[src/rtl/uart_line_echo_if.sv]
// FIFO-side handshake between the line-echo stage and the UART core.
// The echo stage is the master: it pops the RX FIFO and pushes the TX FIFO.
interface uart_line_echo_if;
    logic       rx_empty;
    logic [7:0] rd_data;
    logic       rd_uart;
    logic       tx_full;
    logic [7:0] wr_data;
    logic       wr_uart;

    modport master (
        input  rx_empty,
        input  rd_data,
        input  tx_full,
        output rd_uart,
        output wr_data,
        output wr_uart
    );

    modport slave (
        output rx_empty,
        output rd_data,
        output tx_full,
        input  rd_uart,
        input  wr_data,
        input  wr_uart
    );
endinterface

[src/rtl/uart_line_echo.sv]
// Line echo stage: collects RX bytes up to TERM (or DEPTH bytes), then
// writes the line back with every byte incremented by INC, followed by CR LF.
module uart_line_echo #(
    parameter int unsigned DEPTH  = 16,
    parameter int unsigned ADDR_W = 4,
    parameter logic [7:0]  TERM   = 8'h0D,
    parameter logic [7:0]  INC    = 8'd1
) (
    input  logic                   clk,
    input  logic                   reset,
    uart_line_echo_if.master       fifo,
    output logic                   busy,
    output logic                   overflow,
    output logic [7:0]             line_cnt
);

    typedef enum logic [1:0] {
        COLLECT,
        SEND,
        SEND_CR,
        SEND_LF
    } state_t;

    localparam logic [ADDR_W:0] FULL_CNT = (ADDR_W + 1)'(DEPTH);
    localparam logic [7:0]      CR       = 8'h0D;
    localparam logic [7:0]      LF       = 8'h0A;

    state_t              state, state_nxt;
    logic [ADDR_W:0]     count, count_nxt;
    logic [ADDR_W-1:0]   idx, idx_nxt;
    logic [ADDR_W:0]     last_idx;
    logic [7:0]          line_buf [DEPTH];

    logic                rd_strobe;
    logic                wr_strobe;
    logic [7:0]          wr_byte;
    logic                store_en;
    logic                ovf_set;
    logic                line_done;

    assign last_idx = count - 1'b1;

    // Strobes are held low while reset is asserted so no FIFO entry is
    // consumed or produced by a cycle whose state update is being discarded.
    always_comb begin
        state_nxt = state;
        count_nxt = count;
        idx_nxt   = idx;
        rd_strobe = 1'b0;
        wr_strobe = 1'b0;
        wr_byte   = 8'h00;
        store_en  = 1'b0;
        ovf_set   = 1'b0;
        line_done = 1'b0;

        if (!reset) begin
            unique case (state)
                COLLECT: begin
                    if (!fifo.rx_empty) begin
                        rd_strobe = 1'b1;
                        if (fifo.rd_data == TERM) begin
                            idx_nxt   = '0;
                            state_nxt = (count == '0) ? SEND_CR : SEND;
                        end else begin
                            store_en  = 1'b1;
                            count_nxt = count + 1'b1;
                            if (count_nxt == FULL_CNT) begin
                                ovf_set   = 1'b1;
                                idx_nxt   = '0;
                                state_nxt = SEND;
                            end
                        end
                    end
                end

                SEND: begin
                    if (!fifo.tx_full) begin
                        wr_strobe = 1'b1;
                        wr_byte   = line_buf[idx] + INC;
                        if ({1'b0, idx} == last_idx) begin
                            state_nxt = SEND_CR;
                        end else begin
                            idx_nxt = idx + 1'b1;
                        end
                    end
                end

                SEND_CR: begin
                    if (!fifo.tx_full) begin
                        wr_strobe = 1'b1;
                        wr_byte   = CR;
                        state_nxt = SEND_LF;
                    end
                end

                SEND_LF: begin
                    if (!fifo.tx_full) begin
                        wr_strobe = 1'b1;
                        wr_byte   = LF;
                        count_nxt = '0;
                        idx_nxt   = '0;
                        line_done = 1'b1;
                        state_nxt = COLLECT;
                    end
                end

                default: begin
                    state_nxt = COLLECT;
                end
            endcase
        end
    end

    always_ff @(posedge clk) begin
        if (reset) begin
            state    <= COLLECT;
            count    <= '0;
            idx      <= '0;
            overflow <= 1'b0;
            line_cnt <= '0;
        end else begin
            state <= state_nxt;
            count <= count_nxt;
            idx   <= idx_nxt;
            if (ovf_set) begin
                overflow <= 1'b1;
            end
            if (line_done) begin
                line_cnt <= line_cnt + 1'b1;
            end
        end
    end

    // Buffer contents need no reset: count gates every read.
    always_ff @(posedge clk) begin
        if (store_en) begin
            line_buf[count[ADDR_W-1:0]] <= fifo.rd_data;
        end
    end

    assign fifo.rd_uart = rd_strobe;
    assign fifo.wr_uart = wr_strobe;
    assign fifo.wr_data = wr_byte;
    assign busy         = (state != COLLECT);

endmodule
[src/flat_wrapper.sv]
// flat-port wrapper written by rule: the top's interface ports become plain ports
module uart_line_echo_flat 
#(
    parameter int unsigned DEPTH  = 16,
    parameter int unsigned ADDR_W = 4,
    parameter logic [7:0]  TERM   = 8'h0D,
    parameter logic [7:0]  INC    = 8'd1
)
  (clk, reset, busy, overflow, line_cnt, fifo_rx_empty, fifo_rd_data, fifo_tx_full, fifo_rd_uart, fifo_wr_data, fifo_wr_uart);
  uart_line_echo_if fifo_i ();
  input  logic clk;
  input  logic reset;
  output logic busy;
  output logic overflow;
  output logic [7:0] line_cnt;
  input wire logic [$bits(fifo_i.rx_empty)-1:0] fifo_rx_empty;
  input wire logic [$bits(fifo_i.rd_data)-1:0] fifo_rd_data;
  input wire logic [$bits(fifo_i.tx_full)-1:0] fifo_tx_full;
  output wire logic [$bits(fifo_i.rd_uart)-1:0] fifo_rd_uart;
  output wire logic [$bits(fifo_i.wr_data)-1:0] fifo_wr_data;
  output wire logic [$bits(fifo_i.wr_uart)-1:0] fifo_wr_uart;
  assign fifo_i.rx_empty = fifo_rx_empty;
  assign fifo_i.rd_data = fifo_rd_data;
  assign fifo_i.tx_full = fifo_tx_full;
  assign fifo_rd_uart = fifo_i.rd_uart;
  assign fifo_wr_data = fifo_i.wr_data;
  assign fifo_wr_uart = fifo_i.wr_uart;
  uart_line_echo #(.DEPTH(DEPTH), .ADDR_W(ADDR_W), .TERM(TERM), .INC(INC)) u_core (.clk(clk), .reset(reset), .fifo(fifo_i), .busy(busy), .overflow(overflow), .line_cnt(line_cnt));
endmodule
[config.mk]
export PLATFORM = sky130hd
export DESIGN_NAME = uart_line_echo_flat
export DESIGN_NICKNAME = d
export VERILOG_FILES = /design/src/rtl/uart_line_echo_if.sv /design/src/rtl/uart_line_echo.sv /design/src/flat_wrapper.sv
export SDC_FILE = /design/constraint.sdc
export NUM_CORES = 1
export LEC_CHECK = 0
export BUFFER_PORTS_ARGS = -buffer_cell sky130_fd_sc_hd__buf_2
export CELL_PAD_IN_SITES_DETAIL_PLACEMENT = 1
export CELL_PAD_IN_SITES_GLOBAL_PLACEMENT = 2
export CORE_MARGIN = 2
export CORE_UTILIZATION = 51
export CTS_BUF_LIST = sky130_fd_sc_hd__clkbuf_8
export CTS_CLUSTER_DIAMETER = 120
export DETAILED_ROUTE_END_ITERATION = 8
export GPL_ROUTABILITY_DRIVEN = 0
export PLACE_DENSITY = 0.86
export RECOVER_POWER = 25
export SKIP_CTS_REPAIR_TIMING = 1
export SYNTH_ARGS = -nofsm -noshare
export SYNTH_HDL_FRONTEND = slang
export SYNTH_SLANG_ARGS = --single-unit
[constraint.sdc]
create_clock -name clk -period 6.9 [get_ports clk]
set_input_delay 0.69 -clock clk [delete_from_list [all_inputs] [get_ports clk]]
set_output_delay 0.69 -clock clk [all_outputs]
set_load 0.05 [all_outputs]
==> Yosys cells after proc, flatten, opt, wreduce, memory -nomap -nowiden <==
Memory sizes are Yosys's and may differ from the RTL's. A register that Yosys moved wholly into a read port is not among the register bits.
Index checks and enable logic that the tools add are counted.
{ "op_classes": {"add_sub_neg": 5, "eq_ne": 14, "n_mux": 46, "n_reduce_logical": 9} }
{ "ops": {"columns": ["cell", "n"], "rows": [
  ["2-to-1 mux 4 bit", 10],
  ["case mux 8 bit (3 select lines)", 1],
  ["2-to-1 mux 1 bit", 19],
  ["adder 8 x 1 -> 8 bit (second input constant)", 2],
  ["2-to-1 mux 2 bit", 8],
  ["2-to-1 mux 8 bit", 2],
  ["2-to-1 mux 5 bit", 3],
  ["!= test 2 bit (second input constant)", 6],
  ["case mux 4 bit (3 select lines)", 1],
  ["AND reduction 6 bit", 2],
  ["case mux 5 bit (2 select lines)", 1],
  ["== test 8 x 4 -> 1 bit (second input constant)", 1],
  ["case mux 2 bit (4 select lines)", 1],
  ["adder 5 x 1 -> 5 bit (second input constant)", 1],
  ["== test 4 x 5 -> 1 bit", 1],
  ["== test 5 bit (second input constant)", 1],
  ["zero test 5 bit", 1],
  ["subtractor 5 x 1 -> 5 bit (second input constant)", 1],
  ["adder 4 x 1 -> 4 bit (second input constant)", 1],
  ["== test 2 bit (second input constant)", 2],
  ["AND reduction 4 bit", 1],
  ["nonzero test 2 bit", 2],
  ["!= test 3 x 1 -> 1 bit (second input constant)", 1],
  ["nonzero test 3 bit", 1],
  ["other kinds (4)", 4]
]} }
{ "word_totals": {"ff_bits": 20, "mem_bits_rw": 128, "inputBits": 12, "wordCells": 80, "memories": 1} }
{ "mem_list": {"columns": ["name", "words", "word_bits", "rd", "rd_ports_with_merged_regs", "write_ports", "line", "text"], "rows": [
  ["u_core.line_buf", 16, 8, 1, 1, 1, "uart_line_echo.sv:32", "logic [7:0] line_buf [DEPTH];"]
]} }

==> Logic depth before layout (Yosys ltp) <==
Gate-level depths: netlist of run 1.
{ "logic_depth": {"word_depth": 8, "ltp_mapped": 10} }

==> Worst setup path before layout of run 1 <==
OpenSTA, ideal clock, no wires.
{ "synth_path": {"path_kind": "input to output", "from": "input port reset", "to": "output port fifo_wr_data[3]", "arrival_time_ps": 3285, "required_time_ps": 6210, "slack_ps": 2925, "path_stages": 4, "cell_sequence": "buf_2 > nor3_1 > nand2_1 > o21ai_1"} }
{ "synth_via": {"elab_chain_cells": 1} }
{ "synth_rtl": {"columns": ["element", "line", "text"], "rows": [
  ["start, declared", "flat_wrapper.sv:12", "input logic reset;"],
  ["2-to-1 mux 8 bit", "uart_line_echo.sv:56", "if (!reset) begin"],
  ["end, declared", "flat_wrapper.sv:20", "output wire logic [$bits(fifo_i.wr_data)-1:0] fifo_wr_data;"]
]} }
Every way passes these cells.

==> results of run 1 <==
==> report_power, final <==
group          switching (mW)  internal [mW]
logic                   0.186          0.117
clock network           0.336          0.359
registers              0.0207           1.02
==> sequential cells by signal (all words and copies together) (netlist names), named ones only <==
name             cells
u_core.count         5
u_core.overflow      1
u_core.idx           4
u_core.state         2
u_core.line_cnt      8
u_core.line_buf    128
==> layout make-up <==
class                           instances  area share (%)
Inverter                               10           0.519
Clock buffer                           17            3.23
Multi-Input combinational cell        233            28.6
Clock inverter                         15            2.44
Tap cell                              172            2.97
Sequential cell                       152            59.8
Timing Repair Buffer                   35            2.46
==> Yosys cell counts, types with 2 or more instances <==
library cell	number	area share, %
nand3_1	10	0.77
and3_1	10	0.96
and2_1	8	0.77
and4_1	4	0.54
o21ai_1	2	0.15
buf_2	7	0.54
a22oi_1	5	0.57
nor2_1	26	1.5
a211oi_1	3	0.34
dfxtp_1	24	7.3
o21ai_0	13	0.99
o211ai_1	2	0.23
nor2b_1	6	0.57
or4_4	2	0.34
clkbuf_1	8	0.46
mux4_2	29	10
nor3_1	4	0.31
inv_1	9	0.52
a221oi_1	6	0.80
edfxtp_1	128	59
nand2_1	16	0.92
nor3b_1	2	0.23
buf_6	3	0.52
xor2_1	9	1.2
xnor2_1	8	1.1
mux2i_1	18	2.8
a21oi_1	16	1.2
nand4_1	2	0.19
ha_1	11	2.1
==> logic make-up (layout without fill, tap and decap cells) <==
group	count (synthesis)	in the layout	synth area share, %
AO/OA/AOI/OAI	57	57	6.08
flip-flops	152	152	66.1
adder cells (fa/ha/maj)	11	11	2.10
multiplexers	48	48	12.9
XOR/XNOR	17	17	2.28
buffers and inverters	30	77	2.26
AND/OR/NAND/NOR	100	100	8.26
==> tightest hold or removal path: stages (launching register included) <==
cell and delay [ps]:
dfxtp_1 340, a41oi_1 40, nor2_1 70
==> worst paths after layout <==
| check | endpoint | slack, ps | depth (start not counted) |
|---|---|---|---|
| worst max-delay path | fifo_wr_data[7] | 3000 | 9 |
| worst min-delay path | u_core.overflow | 480 | 2 |
| worst max register to register | u_core.line_buf[10][2] | 4100 | 7 |
| worst min register to register | u_core.overflow | 480 | 2 |
==> metrics by stage <==
step                      hold WS [ps]  instance area [sq um]
after detailed placement           465                   6830
final                              479                   7240
after CTS                          486                   7240
after global routing               536                   7240
after global placement             457                   6830
after floorplan                    466                   6540
==> layer usage <==
metal	up-vias	track usage, %	part of all wire, %
met5	-	0	0
met4	0	12.5	4.1
met3	40	7.36	6.3
met2	128	36.3	48
met1	1920	30.9	41
li1	1681	-	-
==> results.toml, run 1 <==
[final_layout]
fin_nets = 472
fin_cells = 634
syn2layout_area_growth_pct = 10.6
final_common_cell = "edfxtp_1"
drive_above_1_share_pct = 21.6
multi_input_area_sq_mm = 0.00207
mostFrequentLayoutCells = "edfxtp_1, mux4_2, nor2_1"
final.fill_count = 1200
diodes = 0
regArea_sq_mm = 0.00433
postLayoutCoreUtil_pct = 57.6

[sta]
report.final.slew_viol_count = 0
setup-tns-final_ps = 0
finClkSkew_ps = 9.21
hold_violations = 0
finalCritPeriodShare_pct = 56.5
relSlewSlack_pct = 50.4
min_period_ps = 3900
tightest_slew_ps = 743
fmax_mhz = 256
fin_ws_ps = 3000
rsz0062_at_grt = "false"
setup-violations-final = 0

[synth]
yosysWarningCount = 0
syn-instance-count = 415
ys_seq_area_share_pct = 66.1
synth_ff_type = "edfxtp_1"
ys_ff_latch = 152
syn_nets = 438
synth-edff-count = 128
synth_area_sq_mm = 0.00654
syn_avg_cell_area_sq_um = 15.8
synth_cell_types = 53
synthArstFlopShare_pct = 0

[place]
port_buffers = 31
dp_slack_ps = 3470
dp.cells = 602
post-dp-hpwl_um = 9860

[detailed_routing]
antenna_left = 0
drt-pass1-iter-count = 5
via_per_inst = 5.94
via_count = 3769
avgRoutedWirePerCell_um = 23.6
drt_iter0_markers = 276
wirelength_um = 14900
drcViolationCount = 0

[die]
coreArea_sq_mm = 0.0126
io_pins = 32
die-area_sq_mm = 0.0137
die_h_um = 117
fp-row-count = 41
die-width_um = 117
start_util_pct = 52.0

[power]
p_per_area_mw_per_mm2 = 282
p_leak_nw = 2.37
power_mw = 2.04
ir_drop_mv = 0.141

[setup_path]
worstPathRequired_ps = 6210
cp-start-kind = "register"
path_buf_inv = 2
crit_path_max_fanout = 36
rr_startpoint = "u_core.state[0]"
crit_slowest_cell = "buf_4"
crit_type = "reg -> out"
max_stage_delay_ps = 540
worst_ep_arrival_time_ps = 3210
crit_chain = "buf_4 > mux2i_1 > a221oi_1 > o21ai_1 > a21oi_2 > nand3_1 > nor4_1 > o21bai_1 > buf_2"
end_kind = "primary output"
critical_path.top_delay_family = "compound AO/OA/AOI/OAI gates"

[worst_hold_path]
hp-class = "reg -> reg"
min_from = "u_core.overflow"

[clock_network]
cts_buffers = 17
clockBufferDepth = 2
ctsHtreeMaxLevel = 4
ctsRootBufferMaster = "clkbuf_8"
clkSinkCount = 152
clk_pin_slew_ps = 80
clkLatencyLatePin_ps = 450
cts_tree = "yes"

[global_route]
grt_pass1_vias = 3940
grt_remaining_overflow = 0
antenna_found_initial = 0
grt_use_total_pct = 23.8
grt_pass1_wl_um = 22600
grt_max_degree = 37

[status]
status = "finished, final reports clean"

[job]
cap_violations = 0
Note: power is estimated with default switching activity, not from simulation.
==> inputs of run 2 (changes only) <==
--- a/config.mk
+++ b/config.mk
@@ -9,12 +9,12 @@
 export CELL_PAD_IN_SITES_DETAIL_PLACEMENT = 1
 export CELL_PAD_IN_SITES_GLOBAL_PLACEMENT = 2
 export CORE_MARGIN = 2
-export CORE_UTILIZATION = 51
+export CORE_UTILIZATION = 43
 export CTS_BUF_LIST = sky130_fd_sc_hd__clkbuf_8
 export CTS_CLUSTER_DIAMETER = 120
 export DETAILED_ROUTE_END_ITERATION = 8
 export GPL_ROUTABILITY_DRIVEN = 0
-export PLACE_DENSITY = 0.86
+export PLACE_DENSITY = 0.77
 export RECOVER_POWER = 25
 export SKIP_CTS_REPAIR_TIMING = 1
 export SYNTH_ARGS = -nofsm -noshare
==> constraint.sdc (replaced) <==
create_clock -name clk -period 3.3 [get_ports clk]
set_input_delay 0.33 -clock clk [delete_from_list [all_inputs] [get_ports clk]]
set_output_delay 0.33 -clock clk [all_outputs]
set_load 0.05 [all_outputs]
==> run 2 against run 1 <==
Compared with the run above:
- first-iteration DRC count shrank 11%
- routed wire length grew 2.1%
- via count shrank 2.9%
- critical path type unchanged
- critical endpoint is now fifo_wr_data[6]
==> results.toml, run 2 (same netlist as run 1, synthesis figures left out) <==
[global_route]
grt_pass1_vias = 3943
grt_max_degree = 37
grt_use_total_pct = 20.0
antenna_found_initial = 0
grt_pass1_wl_um = 23400
grt_remaining_overflow = 0

[final_layout]
largest_reg_flops = 128
syn2layout_area_growth_pct = 11.8
mostFrequentLayoutCells = "edfxtp_1, mux4_2, nor2_1"
diodes = 0
final_common_cell = "edfxtp_1"
final.fill_count = 1471
stdcell_area_sq_mm = 0.00731
drive_above_1_share_pct = 24.3
fin_cells = 653
fin_nets = 476

[sta]
tightest_slew_ps = 768
fmax_mhz = 317
hold_violations = 0
finClkSkew_ps = 9.29
report.final.slew_viol_count = 0
setup-tns-final_ps = 0
fin_ws_ps = 145
relSlewSlack_pct = 48.8
finalCritPeriodShare_pct = 95.6
setup-violations-final = 0
min_period_ps = 3150

[detailed_routing]
via_per_inst = 5.60
drcViolationCount = 0
antenna_left = 0
avgRoutedWirePerCell_um = 23.4
drt_iter0_markers = 246
drt-pass1-iter-count = 4
via_count = 3660
wirelength_um = 15300

[worst_hold_path]
hp-class = "in -> reg"

[place]
port_buffers = 31
dp.cells = 621
dp_slack_ps = 469
place_area_sq_mm = 0.00690
post-dp-hpwl_um = 10200

[setup_path]
max_stage_delay_ps = 580
cp-start-kind = "register"
end_kind = "primary output"
worstPathRequired_ps = 2970
rr_startpoint = "u_core.state[1]"
crit_slowest_cell = "mux4_2"
crit_top_cell = "mux4_2"
crit_end = "fifo_wr_data[6]"
r2r_slack_ps = 560
crit_chain = "clkbuf_16 > mux4_2 > mux4_2 > nand4_1 > xor2_1 > nor2_1 > buf_2"
timing.rr.end = "u_core.line_buf[10][7]"
worst_ep_arrival_time_ps = 2820
reg2regPathDepth = 7
crit_path_max_fanout = 18
crit_type = "reg -> out"

[clock_network]
ctsRootBufferMaster = "clkbuf_8"
cts_buffers = 17
clkSinkCount = 152
cts_tree = "yes"
ctsHtreeMaxLevel = 4
clockBufferDepth = 2
clkLatencyLatePin_ps = 460
clk_pin_slew_ps = 80

[die]
start_util_pct = 43.5
coreArea_sq_mm = 0.0150
die_h_um = 127
io_pins = 32
die-width_um = 127
fp-row-count = 45
die-area_sq_mm = 0.0162

[power]
ir_drop_mv = 0.275
p_leak_nw = 2.40
p_per_area_mw_per_mm2 = 555
power_mw = 4.06

[job]
cap_violations = 0

[status]
status = "finished, final reports clean"
## run 2: cell types whose count changed in the layout (fill, tap and decap cells not counted), sizes merged
cell	delta
buf	+2
bufinv	-2
clkbuf	+2
clkinv	+4
clkinvlp	-2
inv	-1
## run 2: how the worst min path moves through the flow
stage,from,end,slack (ps),depth (start not counted)
4_1_cts,fifo_rd_data[2],u_core.line_buf[1][2],230,1
3_3_place_gp,u_core.overflow,u_core.overflow,460,2
2_1_floorplan,fifo_rd_data[0],u_core.line_buf[0][0],430,0
6_report,fifo_rd_data[0],u_core.line_buf[8][0],280,1
5_1_grt,fifo_rd_data[4],u_core.line_buf[4][4],290,1
3_5_place_dp,u_core.overflow,u_core.overflow,470,2
## run 2: per-stage QoR
step | hold WS [ps] | util, %
3_3_place_gp | 464 | 45.9
2_1_floorplan | 429 | -
6_report | 284 | 48.6
3_5_place_dp | 470 | 45.9
4_1_cts | 229 | 48.1
5_1_grt | 292 | 48.6
## run 2: critical path: cells and delay by family, from the launching register on
kind	cells	cell delay (ps)
XOR/XNOR	1	80
buffers and inverters	2	520
flip-flops	1	400
multiplexers	2	1100
AND/OR/NAND/NOR	2	270
## run 2: routing by layer
layer  track usage (%)  wire (um)
met1              26.5       6790
met2              32.9       7660
met3              4.44        546
met4              7.11        260
met5                 0          0
## run 2: power breakdown
group          internal, mW  switching [mW]
clock                 0.567           0.659
sequential             2.14          0.0434
combinational         0.258           0.389
## run 2: area by class of cell
class | instances | area (sq um) | area share, %
Timing Repair Buffer | 39 | 251 | 3.44
Tap cell | 188 | 235 | 3.22
Sequential cell | 152 | 4330 | 59.2
Multi-Input combinational cell | 233 | 2130 | 29.2
Clock inverter | 14 | 93.8 | 1.28
Clock buffer | 17 | 234 | 3.20
Inverter | 10 | 37.5 | 0.513
==> inputs of run 3 (changes only) <==
--- a/config.mk
+++ b/config.mk
@@ -8,13 +8,12 @@
 export BUFFER_PORTS_ARGS = -buffer_cell sky130_fd_sc_hd__buf_2
 export CELL_PAD_IN_SITES_DETAIL_PLACEMENT = 1
 export CELL_PAD_IN_SITES_GLOBAL_PLACEMENT = 2
-export CORE_MARGIN = 2
-export CORE_UTILIZATION = 43
+export CORE_UTILIZATION = 51
 export CTS_BUF_LIST = sky130_fd_sc_hd__clkbuf_8
 export CTS_CLUSTER_DIAMETER = 120
 export DETAILED_ROUTE_END_ITERATION = 8
 export GPL_ROUTABILITY_DRIVEN = 0
-export PLACE_DENSITY = 0.77
+export PLACE_DENSITY = 0.86
 export RECOVER_POWER = 25
 export SKIP_CTS_REPAIR_TIMING = 1
 export SYNTH_ARGS = -nofsm -noshare
==> constraint.sdc (replaced) <==
create_clock -name clk -period 3.85 [get_ports clk]
set_input_delay 0.385 -clock clk [delete_from_list [all_inputs] [get_ports clk]]
set_output_delay 0.385 -clock clk [all_outputs]
set_load 0.05 [all_outputs]
==> run 3 against run 2 <==
Compared with the run above:
- first-iteration DRC count up 25%
- routed wire length shrank 0.74%
- largest cell class unchanged
- highest routed layer unchanged
- power is 8.7% lower
- non-clock buffer count decreased by 5
- global-route usage rose by 5.0 points
- critical path depth grew 2
- sequential share of layout area grew 0.53 points
- largest power group unchanged
- register-to-register slack improved by 530 ps
==> results.toml, run 3 (same netlist as run 1, synthesis figures left out) <==
[worst_hold_path]
hold_end = "u_core.line_buf[1][0]"
min_from = "fifo_rd_data[0]"
hp-class = "in -> reg"
hold_path_depth = 1

[final_layout]
largest_reg_flops = 128
fin_cells = 632
regArea_sq_mm = 0.00433
mostFrequentLayoutCells = "edfxtp_1, mux4_2, nor2_1"
stdcell_area_sq_mm = 0.00725
diodes = 0
final_common_cell = "edfxtp_1"
multi_input_area_sq_mm = 0.00207
drive_above_1_share_pct = 21.1
syn2layout_area_growth_pct = 10.8
fin_nets = 471
final.fill_count = 1195

[die]
start_util_pct = 52.0
coreArea_sq_mm = 0.0126
die-area_sq_mm = 0.0133
die-width_um = 115
io_pins = 32
die_h_um = 115
fp-row-count = 41

[detailed_routing]
antenna_left = 0
drt_iter0_markers = 308
drt-pass1-iter-count = 4
wirelength_um = 15100
via_count = 3723
drcViolationCount = 0
via_per_inst = 5.89
avgRoutedWirePerCell_um = 24.0

[sta]
finClkSkew_ps = 15.9
tightest_slew_ps = 734
hold_violations = 0
setup-violations-final = 0
finalCritPeriodShare_pct = 91.3
whs_ps = 357
min_period_ps = 3520
setup-tns-final_ps = 0
relSlewSlack_pct = 51.1
rsz0062_at_grt = "false"
fmax_mhz = 284
report.final.slew_viol_count = 0

[power]
ir_drop_mv = 0.232
p_leak_nw = 2.37
p_per_area_mw_per_mm2 = 511

[setup_path]
crit_type = "reg -> out"
r2r_slack_ps = 1090
worst_ep_arrival_time_ps = 3130
timing.rr.end = "u_core.line_buf[8][7]"
end_kind = "primary output"
path_buf_inv = 2
worstPathRequired_ps = 3460
cp-start-kind = "register"
rr_startpoint = "u_core.state[1]"
reg2regPathDepth = 7
crit_chain = "buf_4 > mux4_2 > mux2i_1 > mux2_2 > a21oi_2 > nand3_1 > nor4_1 > o21bai_1 > buf_2"
critical_path.top_delay_family = "flip-flops"
crit_path_max_fanout = 14
max_stage_delay_ps = 750
crit_slowest_cell = "dfxtp_1"

[clock_network]
cts_tree = "yes"
cts_buffers = 17
ctsRootBufferMaster = "clkbuf_8"
clk_pin_slew_ps = 90
clkSinkCount = 152
clockBufferDepth = 2
clkLatencyLatePin_ps = 460
ctsHtreeMaxLevel = 4

[global_route]
grt_max_degree = 37
grt_pass1_wl_um = 22800
grt_pass1_vias = 3825
antenna_found_initial = 0
grt_use_total_pct = 25.0
grt_remaining_overflow = 0

[place]
dp.cells = 601
place_area_sq_mm = 0.00684
post-dp-hpwl_um = 9900
port_buffers = 31

[job]
cap_violations = 0

[status]
status = "finished, final reports clean"
[run 3: area by class of cell]
class	count	area share, %
clock buffers	17	3.23
multi-input cells	233	28.6
well taps	172	2.97
clock inverters	14	2.52
inverters	10	0.518
repair buffers	34	2.52
flip-flops and latches	152	59.7
[run 3: worst reg2reg max path: cells and delay by family (launching register included)]
family / cells / cell delay [ps]
fa+ha+maj: 1 / 350
buf+inv: 2 / 230
flops: 1 / 330
simple gates: 4 / 1470
[run 3: per-layer routing]
metal	vias to the layer above	track usage [%]	share of wire, %
li1	1677	-	-
met1	1918	33.5	44
met2	102	39.2	49
met3	26	5.59	4.5
met4	0	11.8	2.8
met5	-	0	0
[run 3: report_power, final]
group	switching [mW]	total [mW]	internal (mW)
Clock	0.585	1.28	0.696
Combinational	0.340	0.552	0.212
Sequential	0.0378	1.87	1.83
Total	0.962	3.70	2.74
[run 3: stage by stage]
stage	total power [mW]	util (%)	worst slack, ps
floorplan	2.30	-	297
global placement	2.44	54.4	706
detailed placement	2.46	54.4	616
CTS	3.73	57.7	87.7
global route	3.85	57.7	124
finish	3.70	57.7	334
[run 3: worst max path at each step]
stage               startpoint              end  slack, ps  cells past startpoint
2_1_floorplan  u_core.state[0]  fifo_wr_data[3]        300                      5
3_3_place_gp          register  fifo_wr_data[2]        710                      9
3_5_place_dp          register  fifo_wr_data[2]        620                      9
4_1_cts               register  fifo_wr_data[2]         90                      9
5_1_grt               register  fifo_wr_data[7]        120                      8
6_report              register  fifo_wr_data[7]        330                      9
